**config.mk**
```make
export PLATFORM = sky130hd
export DESIGN_NAME = daq_capture_sequencer_flat
export DESIGN_NICKNAME = d
export VERILOG_FILES = /design/src/rtl/daq_capture_sequencer_if.sv /design/src/rtl/daq_capture_sequencer.sv /design/src/flat_wrapper.sv
export SDC_FILE = /design/constraint.sdc
export NUM_CORES = 1
export LEC_CHECK = 0
export BUFFER_PORTS_ARGS = -buffer_cell sky130_fd_sc_hd__buf_4
export CAP_MARGIN = 20
export CORE_MARGIN = 5
export CORE_UTILIZATION = 55
export CTS_CLUSTER_SIZE = 30
export DETAILED_ROUTE_END_ITERATION = 7
export PLACE_DENSITY_LB_ADDON = 0.12
export SYNTH_ARGS = -nofsm -noshare
export SYNTH_HDL_FRONTEND = slang
export SYNTH_SLANG_ARGS = --single-unit
```
**constraint.sdc**
```tcl
create_clock -name clk -period 6.19 [get_ports clk]
set_input_delay 1.238 -clock clk [delete_from_list [all_inputs] [get_ports clk]]
set_output_delay 1.238 -clock clk [all_outputs]
set_load 0.01 [all_outputs]
```
**src/rtl/daq_capture_sequencer_if.sv**
```systemverilog
// Signal bundle between the capture sequencer and its trigger/ADC/buffer/packetizer neighbours.
// master = sequencer side, slave = surrounding environment.
interface daq_capture_sequencer_if #(
  parameter int unsigned HOLDOFF_W = 16,
  parameter int unsigned MISS_W    = 8
);
  logic                 arm_en;
  logic                 single_shot;
  logic                 trigger_in;
  logic                 adc_valid;
  logic [7:0]           capture_len_cfg;
  logic [HOLDOFF_W-1:0] holdoff_cfg;
  logic [31:0]          timestamp_counter;
  logic                 frame_done;

  logic                 sample_we;
  logic [7:0]           sample_idx;
  logic                 frame_start;
  logic [31:0]          frame_ts;
  logic [7:0]           frame_len;
  logic                 busy;
  logic [2:0]           state_o;
  logic [MISS_W-1:0]    missed_trig_cnt;
  logic                 err_len_zero;

  modport master (
    input  arm_en, single_shot, trigger_in, adc_valid, capture_len_cfg,
           holdoff_cfg, timestamp_counter, frame_done,
    output sample_we, sample_idx, frame_start, frame_ts, frame_len, busy,
           state_o, missed_trig_cnt, err_len_zero
  );

  modport slave (
    output arm_en, single_shot, trigger_in, adc_valid, capture_len_cfg,
           holdoff_cfg, timestamp_counter, frame_done,
    input  sample_we, sample_idx, frame_start, frame_ts, frame_len, busy,
           state_o, missed_trig_cnt, err_len_zero
  );
endinterface

```
**src/rtl/daq_capture_sequencer.sv**
```systemverilog
// Sequences one acquisition frame at a time: arm, trigger, gate N samples,
// hand off to the packetizer, wait for transmission, holdoff, re-arm.
module daq_capture_sequencer #(
  parameter int unsigned HOLDOFF_W = 16,
  parameter int unsigned MISS_W    = 8
) (
  input  logic                    clk,
  input  logic                    rst,
  daq_capture_sequencer_if.master bus
);

  typedef enum logic [2:0] {
    ST_IDLE    = 3'd0,
    ST_ARMED   = 3'd1,
    ST_CAPTURE = 3'd2,
    ST_DRAIN   = 3'd3,
    ST_HOLDOFF = 3'd4
  } state_e;

  state_e               state_q, state_d;
  logic                 trig_q;
  logic [7:0]           cnt_q, cnt_d;
  logic [7:0]           len_q, len_d;
  logic [31:0]          ts_q, ts_d;
  logic [HOLDOFF_W-1:0] hold_q, hold_d;
  logic [MISS_W-1:0]    miss_q, miss_d;
  logic                 err_q, err_d;
  logic                 fs_q, fs_d;

  logic                 trig_edge;
  logic                 miss_inc;
  logic                 we_c;
  state_e               exit_state;

  // State and frame-context registers
  always_ff @(posedge clk or negedge rst) begin
    if (!rst) begin
      state_q <= ST_IDLE;
      trig_q  <= 1'b0;
      cnt_q   <= '0;
      len_q   <= '0;
      ts_q    <= '0;
      hold_q  <= '0;
      miss_q  <= '0;
      err_q   <= 1'b0;
      fs_q    <= 1'b0;
    end else begin
      state_q <= state_d;
      trig_q  <= bus.trigger_in;
      cnt_q   <= cnt_d;
      len_q   <= len_d;
      ts_q    <= ts_d;
      hold_q  <= hold_d;
      miss_q  <= miss_d;
      err_q   <= err_d;
      fs_q    <= fs_d;
    end
  end

  // Next-state and frame bookkeeping
  always_comb begin
    state_d    = state_q;
    cnt_d      = cnt_q;
    len_d      = len_q;
    ts_d       = ts_q;
    hold_d     = hold_q;
    err_d      = err_q;
    fs_d       = 1'b0;
    miss_inc   = 1'b0;
    trig_edge  = bus.trigger_in & ~trig_q;
    we_c       = bus.adc_valid & (state_q == ST_CAPTURE);
    exit_state = (bus.single_shot || !bus.arm_en) ? ST_IDLE : ST_ARMED;

    case (state_q)
      ST_IDLE: begin
        miss_inc = trig_edge;
        if (bus.arm_en) state_d = ST_ARMED;
      end
      ST_ARMED: begin
        if (!bus.arm_en) begin
          miss_inc = trig_edge;
          state_d  = ST_IDLE;
        end else if (trig_edge) begin
          if (bus.capture_len_cfg == 8'd0) begin
            err_d    = 1'b1;
            miss_inc = 1'b1;
          end else begin
            ts_d    = bus.timestamp_counter;
            len_d   = bus.capture_len_cfg;
            cnt_d   = '0;
            fs_d    = 1'b1;
            state_d = ST_CAPTURE;
          end
        end
      end
      ST_CAPTURE: begin
        miss_inc = trig_edge;
        if (we_c) begin
          cnt_d = cnt_q + 8'd1;
          if (cnt_q == len_q - 8'd1) state_d = ST_DRAIN;
        end
      end
      ST_DRAIN: begin
        miss_inc = trig_edge;
        if (bus.frame_done) begin
          if (bus.holdoff_cfg != '0) begin
            hold_d  = bus.holdoff_cfg;
            state_d = ST_HOLDOFF;
          end else begin
            state_d = exit_state;
          end
        end
      end
      ST_HOLDOFF: begin
        miss_inc = trig_edge;
        // Counter holds the cycles still to spend here, including this one
        if (hold_q <= HOLDOFF_W'(1)) begin
          hold_d  = '0;
          state_d = exit_state;
        end else begin
          hold_d = hold_q - HOLDOFF_W'(1);
        end
      end
      default: state_d = ST_IDLE;
    endcase

    miss_d = miss_q;
    if (miss_inc && (miss_q != {MISS_W{1'b1}})) miss_d = miss_q + MISS_W'(1);
  end

  // Write enable stays combinational so it lines up with the ADC data
  assign bus.sample_we       = we_c;
  assign bus.sample_idx      = cnt_q;
  assign bus.frame_start     = fs_q;
  assign bus.frame_ts        = ts_q;
  assign bus.frame_len       = len_q;
  assign bus.busy            = (state_q == ST_CAPTURE) || (state_q == ST_DRAIN) ||
                               (state_q == ST_HOLDOFF);
  assign bus.state_o         = state_q;
  assign bus.missed_trig_cnt = miss_q;
  assign bus.err_len_zero    = err_q;

endmodule

```
**src/flat_wrapper.sv**
```systemverilog
// flat-port wrapper written by rule: the top's interface ports become plain ports
module daq_capture_sequencer_flat 
#(
  parameter int unsigned HOLDOFF_W = 16,
  parameter int unsigned MISS_W    = 8
)
  (clk, rst, bus_arm_en, bus_single_shot, bus_trigger_in, bus_adc_valid, bus_capture_len_cfg, bus_holdoff_cfg, bus_timestamp_counter, bus_frame_done, bus_sample_we, bus_sample_idx, bus_frame_start, bus_frame_ts, bus_frame_len, bus_busy, bus_state_o, bus_missed_trig_cnt, bus_err_len_zero);
  daq_capture_sequencer_if #(.HOLDOFF_W(HOLDOFF_W), .MISS_W(MISS_W)) bus_i ();
  input  logic clk;
  input  logic rst;
  input wire logic [$bits(bus_i.arm_en)-1:0] bus_arm_en;
  input wire logic [$bits(bus_i.single_shot)-1:0] bus_single_shot;
  input wire logic [$bits(bus_i.trigger_in)-1:0] bus_trigger_in;
  input wire logic [$bits(bus_i.adc_valid)-1:0] bus_adc_valid;
  input wire logic [$bits(bus_i.capture_len_cfg)-1:0] bus_capture_len_cfg;
  input wire logic [$bits(bus_i.holdoff_cfg)-1:0] bus_holdoff_cfg;
  input wire logic [$bits(bus_i.timestamp_counter)-1:0] bus_timestamp_counter;
  input wire logic [$bits(bus_i.frame_done)-1:0] bus_frame_done;
  output wire logic [$bits(bus_i.sample_we)-1:0] bus_sample_we;
  output wire logic [$bits(bus_i.sample_idx)-1:0] bus_sample_idx;
  output wire logic [$bits(bus_i.frame_start)-1:0] bus_frame_start;
  output wire logic [$bits(bus_i.frame_ts)-1:0] bus_frame_ts;
  output wire logic [$bits(bus_i.frame_len)-1:0] bus_frame_len;
  output wire logic [$bits(bus_i.busy)-1:0] bus_busy;
  output wire logic [$bits(bus_i.state_o)-1:0] bus_state_o;
  output wire logic [$bits(bus_i.missed_trig_cnt)-1:0] bus_missed_trig_cnt;
  output wire logic [$bits(bus_i.err_len_zero)-1:0] bus_err_len_zero;
  assign bus_i.arm_en = bus_arm_en;
  assign bus_i.single_shot = bus_single_shot;
  assign bus_i.trigger_in = bus_trigger_in;
  assign bus_i.adc_valid = bus_adc_valid;
  assign bus_i.capture_len_cfg = bus_capture_len_cfg;
  assign bus_i.holdoff_cfg = bus_holdoff_cfg;
  assign bus_i.timestamp_counter = bus_timestamp_counter;
  assign bus_i.frame_done = bus_frame_done;
  assign bus_sample_we = bus_i.sample_we;
  assign bus_sample_idx = bus_i.sample_idx;
  assign bus_frame_start = bus_i.frame_start;
  assign bus_frame_ts = bus_i.frame_ts;
  assign bus_frame_len = bus_i.frame_len;
  assign bus_busy = bus_i.busy;
  assign bus_state_o = bus_i.state_o;
  assign bus_missed_trig_cnt = bus_i.missed_trig_cnt;
  assign bus_err_len_zero = bus_i.err_len_zero;
  daq_capture_sequencer #(.HOLDOFF_W(HOLDOFF_W), .MISS_W(MISS_W)) u_core (.clk(clk), .rst(rst), .bus(bus_i));
endmodule
```
==> results.toml <==
[setup_path]
critical_r2r_capture = "u_core.bus.frame_ts[8]$_DFFE_PN0P_"
critical-path-slowest-cell = "sky130_fd_sc_hd__dfrtp_1"
cpMostUsedCell = "sky130_fd_sc_hd__nand2_1"
timing_worst_setup_path_type = "flop to primary output"
critical_path.n_buffers_inverters = 1
critical_path.reg2reg.startpoint = "u_core.bus.state_o[0]$_DFFE_PN0P_"
setup.reg_to_reg.worst_slack_ns = 3.42
worst_r2r_path_depth = 4
worstPathMaxFanout = 20
cp_cell_sequence = "nor2_1 > nand2_1 > nand2_1 > buf_4"
critical-path-max-stage-delay_ns = 0.58
critPathCaptureType = "primary output"
worst_path_dominant_cell_family = "simple AND/OR/NAND/NOR gates"
worst-endpoint-arrival_ns = 1.86
worstPathRequired_ns = 4.95
cp-start-kind = "flop"

[timing]
max_clock_freq_ghz = 0.323
grt_setup_unrepaired = "false"
max_slew.worst_pin.slew_ns = 1.02
final_min_period_over_clock_period_pct = 50.0
setup-tns-final_ns = 0
finalHoldWorstSlack_ns = 0.471
clk_skew_ns = 0.0104
finalMaxSlewViolations = 0
finalSetupViolations = 0
post_route_minimum_period_ns = 3.09
max_slew_margin_pct = 31.7
hold_viol_final = 0

[cts]
post_cts.resized_instances = 0
postCtsHoldBufs = 0
clock_tree.buffer_depth = 2
cts.htree.levels = 3
postCtsSetupBuffers = 0
cts_clock_pin_slew_for_the_worst_setup_and_hold_paths_ns = 0.07
cts_tree = "yes"
cts.sink_count = 78
cts_buffers = 9
clock_latency_ns = 0.34
cts.root.buffer_cell = "sky130_fd_sc_hd__clkbuf_8"

[detailed_routing]
route.layer.met1.wl_mm = 4.06
drt-vias-per-instance = 5.64
highest_layer_used_for_signal_routing = "met4"
routed_wirelength_mm = 9.30
detailedRoute.firstPassIterationCount = 4
wl_per_cell_um = 16.1
total_met3_wirelength_after_detailed_routing_um = 813
drtAntennaViolNets = 0
first_iter_violations = 164
drt_drc_violations_left = 0
routed-wl-met2_mm = 4.24
vias = 3251

[synth]
syn_area_per_cell_sq_um = 10.8
synth_enable_flop_cells = 0
synthArstFlopShare_pct = 100
synth_top_cell_area_share_pct = 50.5
synthesis.yosys.warnings = 0
synth_area_leaders = "sky130_fd_sc_hd__dfrtp_1 (50%), sky130_fd_sc_hd__mux2_2 (11%), sky130_fd_sc_hd__o21ai_0 (4.7%), sky130_fd_sc_hd__xor2_1 (2.7%), sky130_fd_sc_hd__nor2_1 (2.6%)"
syn_nets = 426
cell_type_with_the_largest_total_area_after_synthesis = "sky130_fd_sc_hd__dfrtp_1"
synth_cell_type_count = 48
synth_flop_type = "sky130_fd_sc_hd__dfrtp_1"
synth_cells = 358
mappedNetlistArea_sq_um = 3870
synth_seq_area_share_pct = 50.5
ys_ff_latch = 78

[floorplanning]
num_rows = 30
ioPinCount = 126
floorplan.core_area_sq_um = 6830
die_width_um = 93.8
initial_util_pct = 56.6
die_height_um = 93.8
die_area_sq_um = 8810

[flow_run]
max_cap_viol_count = 0

[final_layout]
seqCellArea_sq_um = 1950
nets = 543
areaGrowthSynthToFinish_pct = 30.5
multi_input_area_sq_um = 1790
antenna_cells_inserted = 0
layout.core_utilization_pct = 73.8
fillers = 511
layout-drive-gt1-share_pct = 39.6

[pwr]
ir_drop_uv = 230
power_density_nw_per_um2 = 442
p_leak_nw = 2.35

[outcome]
status = "finished, final reports clean"

[placed_design]
finalWeightedCongestion = 0.873
hpwlAfterDp_mm = 6.81
port_buffers = 125

[global_route]
grt_pass1_vias = 3234
globalRoute.totalOverflow = 0
grt_antenna_before_repair = 0
grt.total_usage_pct = 21.9
grt_pass1_wl_mm = 15.3
grt_max_degree = 79

[hold_path]
worstHoldPathType = "flop to flop"
hold_depth = 1
hold_path.startpoint = "u_core.bus.err_len_zero$_DFFE_PN0P_"
whs_endpoint = "u_core.bus.err_len_zero$_DFFE_PN0P_"
-- per-layer routing --
layer	track usage (%)	vias up
li1	-	1540
met3	8.17	19
met2	32.9	138
met5	0	-
met4	7.58	0
met1	29.0	1554
-- synthesized netlist by cell type, types with 2 or more instances --
cell type,number
sky130_fd_sc_hd__xor2_1,12
sky130_fd_sc_hd__a21oi_1,18
sky130_fd_sc_hd__inv_1,9
sky130_fd_sc_hd__nand2b_1,2
sky130_fd_sc_hd__ha_1,5
sky130_fd_sc_hd__a31oi_1,3
sky130_fd_sc_hd__clkbuf_1,12
sky130_fd_sc_hd__nor2_2,2
sky130_fd_sc_hd__mux2_2,38
sky130_fd_sc_hd__nor3b_1,2
sky130_fd_sc_hd__a32oi_1,10
sky130_fd_sc_hd__nor3_1,6
sky130_fd_sc_hd__nand2_1,14
sky130_fd_sc_hd__a22oi_1,4
sky130_fd_sc_hd__nor2_1,27
sky130_fd_sc_hd__nor2b_1,6
sky130_fd_sc_hd__or4_4,2
sky130_fd_sc_hd__nor4_1,9
sky130_fd_sc_hd__and3_1,3
sky130_fd_sc_hd__nand3_1,3
sky130_fd_sc_hd__xnor2_1,10
sky130_fd_sc_hd__and2_1,4
sky130_fd_sc_hd__buf_2,7
sky130_fd_sc_hd__a21o_1,2
sky130_fd_sc_hd__and2_0,2
sky130_fd_sc_hd__a211oi_1,2
sky130_fd_sc_hd__o21ai_0,36
sky130_fd_sc_hd__nand4_1,11
sky130_fd_sc_hd__dfrtp_1,78
-- area by class of cell --
cell class              instances  area share [%]
flip-flops and latches         78            38.7
clock buffers                  10            2.73
inverters                       9           0.670
multi-input cells             251            35.6
repair buffers                126            18.7
well taps                      96            2.38
clock inverters                 6            1.22
-- placed cells by master (no fill, tap or decap), drive strengths merged, types with 2 or more instances in the layout --
cell type  netlist  final
nor4             9      9
nor3             6      6
mux2            39     39
clkinv           0      4
a21o             2      2
o21ai           36     36
nand3            3      3
a21oi           18     18
nand2           14     14
nand2b           2      2
clkbuf          12     10
a32oi           10     10
buf              8    126
dfrtp           78     78
inv              9      9
nor2            29     29
nand4           12     12
xor2            12     12
a211oi           2      2
a31oi            3      3
or4              2      2
and3             3      3
nor2b            6      6
ha               5      5
nor3b            2      2
xnor2           10     10
and2             6      6
a22oi            4      4
-- per-stage QoR --
stage               cell area, sq um  power [mW]  setup WS [ns]  std cells
floorplan                       3870        1.44           3.24        358
global placement                4850        1.83           2.91        560
detailed placement              4850        1.87           2.81        560
CTS                             5040        2.25           3.10        576
global route                    5040        2.40           2.93        576
finish                          5040        2.23           3.10        576
-- how the worst max path moves through the flow --
stage / start / depth (start not counted) / to
after detailed placement: bus_trigger_in / 5 / u_core.bus.frame_ts[5]$_DFFE_PN0P_
final: u_core.bus.state_o[1]$_DFFE_PN0P_ / 4 / bus_busy
after floorplan: bus_capture_len_cfg[5] / 6 / u_core.bus.frame_ts[26]$_DFFE_PN0P_
after global placement: bus_trigger_in / 5 / u_core.bus.frame_ts[23]$_DFFE_PN0P_
after global routing: u_core.bus.state_o[1]$_DFFE_PN0P_ / 4 / bus_busy
after CTS: u_core.bus.state_o[1]$_DFFE_PN0P_ / 4 / bus_busy
-- where the power goes --
part | switching, mW | total (mW) | internal, mW
Clock | 0.179 | 0.374 | 0.196
Combinational | 0.432 | 0.927 | 0.494
Sequential | 0.209 | 0.927 | 0.718
Total | 0.820 | 2.23 | 1.41
-- cell families (layout without fill, tap and decap cells) --
group | count (synthesis) | after routing | synth area share (%)
xor gates and xnor gates | 22 | 22 | 4.98
and+or+nand+nor | 99 | 99 | 14.2
DFF | 78 | 78 | 50.5
muxes | 40 | 40 | 11.6
AOI/OAI and AO/OA | 85 | 85 | 14.0
adders and majority gates | 5 | 5 | 1.62
buffers and inverters | 29 | 151 | 3.14
-- registers in the layout, indices dropped and copies added (netlist names) --
signal,flops
u_core.bus.sample_idx,8
u_core.trig_q,1
u_core.hold_q,16
u_core.bus.missed_trig_cnt,8
u_core.bus.frame_len,8
u_core.bus.state_o,3
u_core.bus.frame_ts,32
u_core.bus.err_len_zero,1
u_core.bus.frame_start,1
No activity file was read; power rests on OpenSTA's default activity.
